### src/rtl/sub_word_pipe.sv
// AES SubBytes/SubWord engine: source mux + optional RotWord, one input register,
// per-lane S-box, and an optional output register, all under valid/ready flow control.

module sub_word_lane #(
  parameter int INV_EN = 0
) (
  input  logic       inv,
  input  logic [7:0] byte_in,
  output logic [7:0] byte_out
);
  function automatic logic [7:0] xtime(input logic [7:0] a);
    return {a[6:0], 1'b0} ^ (a[7] ? 8'h1b : 8'h00);
  endfunction

  function automatic logic [7:0] gmul(input logic [7:0] a, input logic [7:0] b);
    logic [7:0] p;
    logic [7:0] s;
    p = 8'h00;
    s = a;
    for (int i = 0; i < 8; i++) begin
      if (b[i]) p = p ^ s;
      s = xtime(s);
    end
    return p;
  endfunction

  // Multiplicative inverse as x^254 by square-and-multiply (maps 0 to 0).
  function automatic logic [7:0] gf_inv(input logic [7:0] x);
    logic [7:0] r;
    r = 8'h01;
    for (int i = 7; i >= 0; i--) begin
      r = gmul(r, r);
      if (i != 0) r = gmul(r, x);
    end
    return r;
  endfunction

  function automatic logic [7:0] affine(input logic [7:0] a);
    return a ^ {a[6:0], a[7]} ^ {a[5:0], a[7:6]} ^ {a[4:0], a[7:5]} ^
           {a[3:0], a[7:4]} ^ 8'h63;
  endfunction

  function automatic logic [7:0] inv_affine(input logic [7:0] a);
    return {a[6:0], a[7]} ^ {a[4:0], a[7:5]} ^ {a[1:0], a[7:2]} ^ 8'h05;
  endfunction

  logic [7:0] fwd_byte;
  logic [7:0] inv_byte;

  assign fwd_byte = affine(gf_inv(byte_in));

  generate
    if (INV_EN != 0) begin : g_inv
      assign inv_byte = gf_inv(inv_affine(byte_in));
    end else begin : g_no_inv
      assign inv_byte = 8'h00;
    end
  endgenerate

  assign byte_out = (inv && (INV_EN != 0)) ? inv_byte : fwd_byte;
endmodule

module sub_word_pipe #(
  parameter int LANES       = 4,
  parameter int PIPE_STAGES = 1,
  parameter int INV_EN      = 0,
  parameter int TAG_W       = 7
) (
  input  logic                 clk,
  input  logic                 reset,
  input  logic                 flush,
  input  logic                 in_valid,
  output logic                 in_ready,
  input  logic [1:0]           in_src,
  input  logic                 in_rot,
  input  logic                 in_inv,
  input  logic [TAG_W-1:0]     in_tag,
  input  logic [8*LANES-1:0]   col_in,
  input  logic [8*LANES-1:0]   key_a,
  input  logic [8*LANES-1:0]   key_b,
  output logic                 out_valid,
  input  logic                 out_ready,
  output logic [8*LANES-1:0]   sub_out,
  output logic [TAG_W-1:0]     out_tag,
  output logic [1:0]           occupancy
);
  localparam int   DW     = 8 * LANES;
  localparam logic INV_ON = (INV_EN != 0);

  logic             s1_valid_q, s1_valid_d;
  logic [DW-1:0]    s1_word_q, s1_word_d;
  logic [TAG_W-1:0] s1_tag_q, s1_tag_d;
  logic             s1_inv_q, s1_inv_d;

  logic [DW-1:0]    sel_word;
  logic [DW-1:0]    rot_word;
  logic [DW-1:0]    sbox_word;
  logic             s1_leaving;
  logic             accept;

  always_comb begin
    case (in_src)
      2'd1:    sel_word = key_a;
      2'd2:    sel_word = key_b;
      default: sel_word = col_in;
    endcase
  end

  // A one-byte word is its own rotation.
  generate
    if (LANES > 1) begin : g_rot
      assign rot_word = in_rot ? {sel_word[DW-9:0], sel_word[DW-1:DW-8]} : sel_word;
    end else begin : g_no_rot
      assign rot_word = sel_word;
    end
  endgenerate

  assign in_ready = (!s1_valid_q || s1_leaving) && !flush;
  assign accept   = in_valid && in_ready;

  always_comb begin
    s1_valid_d = s1_valid_q;
    s1_word_d  = s1_word_q;
    s1_tag_d   = s1_tag_q;
    s1_inv_d   = s1_inv_q;
    if (flush) begin
      s1_valid_d = 1'b0;
    end else if (accept) begin
      s1_valid_d = 1'b1;
      s1_word_d  = rot_word;
      s1_tag_d   = in_tag;
      s1_inv_d   = in_inv && INV_ON;
    end else if (s1_leaving) begin
      s1_valid_d = 1'b0;
    end
  end

  always_ff @(posedge clk or posedge reset) begin
    if (reset) begin
      s1_valid_q <= 1'b0;
      s1_word_q  <= '0;
      s1_tag_q   <= '0;
      s1_inv_q   <= 1'b0;
    end else begin
      s1_valid_q <= s1_valid_d;
      s1_word_q  <= s1_word_d;
      s1_tag_q   <= s1_tag_d;
      s1_inv_q   <= s1_inv_d;
    end
  end

  // Lane 0 is the most significant byte.
  for (genvar i = 0; i < LANES; i++) begin : g_lane
    sub_word_lane #(.INV_EN(INV_EN)) u_lane (
      .inv      (s1_inv_q),
      .byte_in  (s1_word_q[DW-1-8*i -: 8]),
      .byte_out (sbox_word[DW-1-8*i -: 8])
    );
  end

  generate
    if (PIPE_STAGES >= 2) begin : g_two
      logic             s2_valid_q, s2_valid_d;
      logic [DW-1:0]    s2_word_q, s2_word_d;
      logic [TAG_W-1:0] s2_tag_q, s2_tag_d;
      logic             s2_free;

      assign s2_free    = !s2_valid_q || out_ready;
      assign s1_leaving = s1_valid_q && s2_free;

      always_comb begin
        s2_valid_d = s2_valid_q;
        s2_word_d  = s2_word_q;
        s2_tag_d   = s2_tag_q;
        if (flush) begin
          s2_valid_d = 1'b0;
        end else if (s1_leaving) begin
          s2_valid_d = 1'b1;
          s2_word_d  = sbox_word;
          s2_tag_d   = s1_tag_q;
        end else if (out_ready) begin
          s2_valid_d = 1'b0;
        end
      end

      always_ff @(posedge clk or posedge reset) begin
        if (reset) begin
          s2_valid_q <= 1'b0;
          s2_word_q  <= '0;
          s2_tag_q   <= '0;
        end else begin
          s2_valid_q <= s2_valid_d;
          s2_word_q  <= s2_word_d;
          s2_tag_q   <= s2_tag_d;
        end
      end

      assign out_valid = s2_valid_q;
      assign sub_out   = s2_word_q;
      assign out_tag   = s2_tag_q;
      assign occupancy = {1'b0, s1_valid_q} + {1'b0, s2_valid_q};
    end else begin : g_one
      assign s1_leaving = s1_valid_q && out_ready;
      assign out_valid  = s1_valid_q;
      assign sub_out    = sbox_word;
      assign out_tag    = s1_tag_q;
      assign occupancy  = {1'b0, s1_valid_q};
    end
  endgenerate
endmodule

### config.mk
export PLATFORM = sky130hd
export DESIGN_NAME = sub_word_pipe
export DESIGN_NICKNAME = d
export VERILOG_FILES = /design/src/rtl/sub_word_pipe.sv
export SDC_FILE = /design/constraint.sdc
export NUM_CORES = 2
export LEC_CHECK = 0
export BUFFER_PORTS_ARGS = -buffer_cell sky130_fd_sc_hd__buf_2
export CORE_MARGIN = 2
export CORE_UTILIZATION = 26
export CTS_CLUSTER_DIAMETER = 40
export DETAILED_ROUTE_END_ITERATION = 8
export PLACE_DENSITY = 0.5
export SYNTH_ARGS = -nofsm -noshare
export SYNTH_HDL_FRONTEND = slang
export SYNTH_HIERARCHICAL = 1
export SYNTH_SLANG_ARGS = --single-unit
### constraint.sdc
create_clock -name clk -period 34.2 [get_ports clk]
set_input_delay 5.13 -clock clk [delete_from_list [all_inputs] [get_ports clk]]
set_output_delay 5.13 -clock clk [all_outputs]
set_load 0.01 [all_outputs]
==> Yosys cells after proc, flatten, opt, wreduce, memory -nomap -nowiden <==
Index checks and enable logic that the tools add are counted.
W data, S select, Z words.
{ "op_classes": {"muxes": 817, "mul": 0, "div_mod_pow": 0, "n_eq_ne": 2, "n_shift": 0, "bitwise_logic": 777, "n_reduce_logical": 8, "add_sub_neg": 0, "n_lt_le_gt_ge": 0} }
{ "op_table": {"columns": ["operator", "n"], "rows": [
  ["$xor A8 B8 Y8", 744],
  ["$mux W8", 420],
  ["$mux W5", 368],
  ["$pmux W32 S2", 1],
  ["$mux W32", 1],
  ["$mux W7", 4],
  ["$not A1 Y1 const A", 28],
  ["$mux W6", 4],
  ["$mux W4", 4],
  ["$not A4 Y4", 4],
  ["$mux W3", 4],
  ["$mux W2", 4],
  ["$mux W1", 7],
  ["$logic_and A1 B1 Y1", 3],
  ["$reduce_bool A3 Y1", 1],
  ["$eq A2 B1 Y1 const B", 1],
  ["$eq A2 B2 Y1 const B", 1],
  ["$logic_not A1 Y1", 2],
  ["$reduce_and A2 Y1", 1],
  ["$logic_or A1 B1 Y1", 1],
  ["$not A1 Y1", 1]
]} }
{ "word_totals": {"memories": 0, "wordCells": 1607, "romBits": 0, "inputBits": 112, "reg_bits": 40, "ramBits": 0, "latch_bits": 0} }

==> Depth between registers and ports, before layout <==
{ "logic_depth": {"depth_word": 221, "mapped_depth": 88} }

==> By module <==
The synthesis kept the hierarchy.
{ "by_module_without_submodules": {"columns": ["module", "area_per_inst_um2", "cells_per_inst", "seq_area_each_um2", "n_inst"], "rows": [
  ["sub_word_lane", 14800.4, 1801, 0.0, 4],
  ["sub_word_pipe", 2772.7, 173, 1001.0, 1]
]} }

==> Worst setup path after synthesis <==
No wires, ideal clock.
{ "synth_timing": {"path_kind": "reg2out", "start": "reg s1_word_q[7]", "end": "out sub_out[0]", "arrival_time_ns": 21.165, "slack_ns": 7.905, "stages_incl_launch_ff": 85, "cell_sequence": "dfrtp_1 > ha_1 > clkbuf_1 > a21o_1 > a221o_1 > a221oi_2 > xor2_2 > buf_2 > nor2_1 > xnor3_1 > xnor3_1 > clkinv_1 > ha_1 > clkbuf_1 > xor2_1 > xnor2_1 > and2_1 > xnor3_1 > [49 not listed] > xor2_1 > xnor3_1 > nand2_1 > xnor2_4 > xnor2_2 > xnor2_2 > nand2_1 > xnor2_1 > xnor2_1 > xnor3_1 > ha_1 > xor2_1 > xnor3_1 > xnor2_1 > nand2_1 > xor2_1 > xnor3_2 > xnor3_1"} }
{ "synth_between": {"elab_chain_cells": 207} }
{ "synth_lines": {"columns": ["element", "line", "source"], "rows": [
  ["from (decl)", "91", "logic [DW-1:0] s1_word_q, s1_word_d;"],
  ["from (signal assigned)", "146", "s1_word_q <= s1_word_d;"],
  ["$mux W8", "21", "if (b[i]) p = p ^ s;"],
  ["$mux W5 / $mux W8 (equally long branches)", "12, 21", null],
  ["$xor A8 B8 Y8, on equally long branches", "12, 21", null],
  ["$xor A8 B8 Y8 / $mux W8 (equally long branches)", "21", null],
  ["$mux W8 / $xor A8 B8 Y8 (equally long branches)", "21", null],
  ["$xor A8 B8 Y8 / $mux W8 (equally long branches)", "21", null],
  ["$mux W8 / $xor A8 B8 Y8 (equally long branches)", "21", null],
  ["$xor A8 B8 Y8 / $mux W8 (equally long branches)", "21", null],
  ["[189 not listed]", null, null],
  ["$mux W8", "21", null],
  ["$xor A8 B8 Y8", "21", null],
  ["$mux W8", "21", null],
  ["$xor A8 B8 Y8", "21", null],
  ["$mux W8 *", "21", null],
  ["$xor A8 B8 Y8 (3 in series)", "39", "return a ^ {a[6:0], a[7]} ^ {a[5:0], a[7:6]} ^ {a[4:0], a[7:5]} ^"],
  ["$xor A8 B8 Y8 *", "39", null],
  ["$not A4 Y4 (no source line) *", null, null],
  ["to (decl)", "83", "output logic [8*LANES-1:0] sub_out,"]
]} }
Mark *: on every way between the ends. The rest lies on a longest branch, timed or not.

==> Final worst setup path <==
{ "layout_timing": {"start": "reg s1_word_q[30]", "end": "out sub_out[24]"} }
{ "layout_between": {"elab_chain_cells": 208} }
{ "layout_lines": {"columns": ["element", "line", "source"], "rows": [
  ["$mux W7", "21", null],
  ["$mux W8", "21", null],
  ["$xor A8 B8 Y8", "12", "return {a[6:0], 1'b0} ^ (a[7] ? 8'h1b : 8'h00);"],
  ["$xor A8 B8 Y8", "21", null],
  ["$mux W8", "21", null],
  ["$xor A8 B8 Y8", "21", null],
  ["$mux W8", "21", null],
  ["$xor A8 B8 Y8", "21", null],
  ["[190 not listed]", null, null],
  ["$mux W8", "21", null],
  ["$xor A8 B8 Y8", "21", null],
  ["$mux W8", "21", null],
  ["$xor A8 B8 Y8", "21", null],
  ["$mux W8 *", "21", null],
  ["$xor A8 B8 Y8 (3 in series)", "39", null],
  ["$xor A8 B8 Y8 *", "39", null],
  ["$not A4 Y4 (no source line) *", null, null]
]} }
Marks and branches as above.

==> impl_metrics.tcl <==
set metrics [dict create \
    grt_pass1_wl_um 314400 \
    slowest_stage "dfrtp_2" \
    status "completed" \
    path_common_cell "xnor2_1" \
    grt_antenna_before_repair 0 \
    drc 0 \
    synth_cell_type_count 111 \
    setup_tns_ps 0 \
    yosysSeqAreaShare_pct 1.615 \
    grt_pass1_vias 52330 \
    max_cap_viol_count 0 \
    synth_warnings 6 \
    synth_top_area_cell "xnor2_1" \
    clk_latency_ps 300 \
    dpl.hpwl_um 146800 \
    reg2reg_slack_ps 32300 \
    antennaDiodeCount 0 \
    die_h_um 492.2 \
    cts_setup_buffers 0 \
    rr_worst_depth 4 \
    crit_buf_inv 11 \
    grt-ovfl-total 0 \
    cts_buffers 5 \
    setup.worst_path.end_class "primary output" \
    die-area_um2 242300 \
    first_iter_violations 4849 \
    final_max_slew_viol_count 0 \
    async_flop_share_pct 100.0 \
    fmax_ghz 0.03114 \
    num_vias 53250 \
    final_cells 10330 \
    post-route-period-util_pct 93.89 \
    rows 179 \
    area_delta_synth_final_pct 5.596 \
    gp_congestion 0.8621 \
    io_pins 155 \
    synthCells 7377 \
    cts_buffer_depth 2 \
    relSlewSlack_pct 17.06 \
    finalHoldViolCount 0 \
    synth-edff-count 0 \
    hold_class "flip-flop to flip-flop" \
    grtUsageTotal_pct 15.88 \
    vias_per_cell 5.156 \
    crit_fanout 36 \
    rsz0062_at_grt "no" \
    clk_root_buffer_cell "clkbuf_16" \
    port_buffers 152 \
    place_inst 10320 \
    criticalPathCategory "flip-flop to primary output" \
    wl_per_cell_um 19.44 \
    slowest_delay_ps 950 \
    crit_arrival_ps 26980 \
    fillers 25420 \
    cp.depth 82 \
    nNetsFinal 7302 \
    path_clk_slew_ps 60 \
    cts_tree "done" \
    cts.sinks 40 \
    cts_hold_buffers 0 \
    core_region_area_um2 237400 \
    htreeDepth 2 \
    drive_gt1_share_pct 12.89 \
    syn_avg_cell_area_um2 8.401 \
    netlist.area_leader.share_pct 18.15 \
    finalCriticalPeriod_ps 32110 \
    first_pass_iters 7 \
    cts_resized 0 \
    synth-seq-cells 40 \
    setup.worst_path.start_class "flip-flop" \
    drt_wl_total_um 200800 \
    netlist_area_um2 61970 \
    ys_top_cells_by_area "xnor2_1, xnor3_1, nand2_1" \
    crit_family "XOR/XNOR gates" \
    grt_max_degree 57 \
    setup_viol 0 \
    initial_core_util_pct 26.11 \
    cp_data_required_time_ps 29070 \
    worstHoldPathCells 1 \
    ant_nets 0 \
    fin_skew_ps 2.758 \
    worst_pin_slew_ps 1240 \
    synthesis.nets 7519 \
    synth_ff_type "dfrtp_1" \
    dieWidth_um 492.2 \
]
-- per-layer routing --
layer / vias to the layer above / track usage, % / share of wire, %
met3: 165 / 0.7057 / 4.3
met2: 1476 / 27.33 / 48
met4: 0 / 2.493 / 1.5
met1: 26250 / 22.25 / 46
met5: - / 0 / 0
li1: 25360 / - / -
-- cell usage after synthesis (all sizes together), types with 32 or more instances --
master and count:
a21oi 200, mux2 75, o21ai 300, a22oi 76
o211ai 88, inv 131, buf 276, nand3 132
nor3 132, nand2b 56, xor3 112, nor2 631
a22o 32, a222oi 32, a211oi 64, mux4 32
o221ai 40, or3 40, or2 40, clkbuf 231
nand2 1060, xor2 484, o22ai 40, nor2b 57
xnor3 476, a221oi 56, nand4 48, a311oi 40
mux2i 236, xnor2 1452, and3 36, nor4 52
and2 84, dfrtp 40
-- through the flow --
step                      cell area (µm²)  utilization (%)  hold WS [ps]  setup WS (ps)
after global placement              65260            27.49         488.6           2684
final                               65440            27.57         505.8           2089
after detailed placement            65260            27.49         494.3           2300
after global routing                65440            27.57         515.2          94.33
after CTS                           65440            27.56         509.4           1840
after floorplan                     61970                -         476.4           7905
-- final timing paths --
kind	start	end
setup / recovery	s1_word_q[30]	sub_out[24]
hold reg to reg	out_tag[4]	out_tag[4]
min in group asynchronous	reset	out_tag[0]
setup reg to reg	out_valid	s1_word_q[11]
hold / removal	out_tag[4]	out_tag[4]
max in group asynchronous	reset	s1_word_q[4]
-- state kept, by name, summed over array words and instances, names as in the netlist --
register / cells
out_valid: 1
out_tag: 7
s1_word_q: 32
-- final cells by class --
cell class              instances  area [µm²]  share of cell area (%)
multi-input cells            6687       57970                   88.59
clock inverters                 3       46.29                 0.07074
flip-flops and latches         40        1041                   1.591
clock buffers                   5       125.1                  0.1912
repair buffers                283        1757                   2.684
well taps                    3167        3963                   6.055
inverters                     143       536.8                  0.8202
-- worst register-to-register path, stage by stage, from the launching register on --
cell and delay, ps:
dfrtp_1 400, nor2b_1 190, nor3b_4 170, buf_4 600
mux2_4 430
-- kinds of logic after synthesis --
| kind of cell | count (synthesis) | share of synthesized area [%] |
|---|---|---|
| and+or+nand+nor | 2469 | 18.36 |
| other | 1 | 0.006051 |
| xor gates and xnor gates | 2524 | 52.29 |
| AOI/OAI and AO/OA | 1320 | 15.66 |
| adders and majority gates | 30 | 0.6057 |
| buffers and inverters | 650 | 4.910 |
| DFF | 40 | 1.615 |
| muxes | 343 | 6.555 |
-- layout by cell type, fill, tap and decap left out, drive strengths merged, types with 57 or more instances in the layout --
master and count:
o211ai 88, nand2 1060, xnor3 476, nor2 631, o21ai 300, and2 84, xor2 484, a22oi 76
xor3 112, a21oi 200, mux2 75, inv 132, nor2b 57, xnor2 1452, nor3 132, a211oi 64
nand3 132, buf 283, mux2i 236
Power is not shown: default switching activity piles up to over one toggle a cycle in this logic, so the estimate is an artifact.
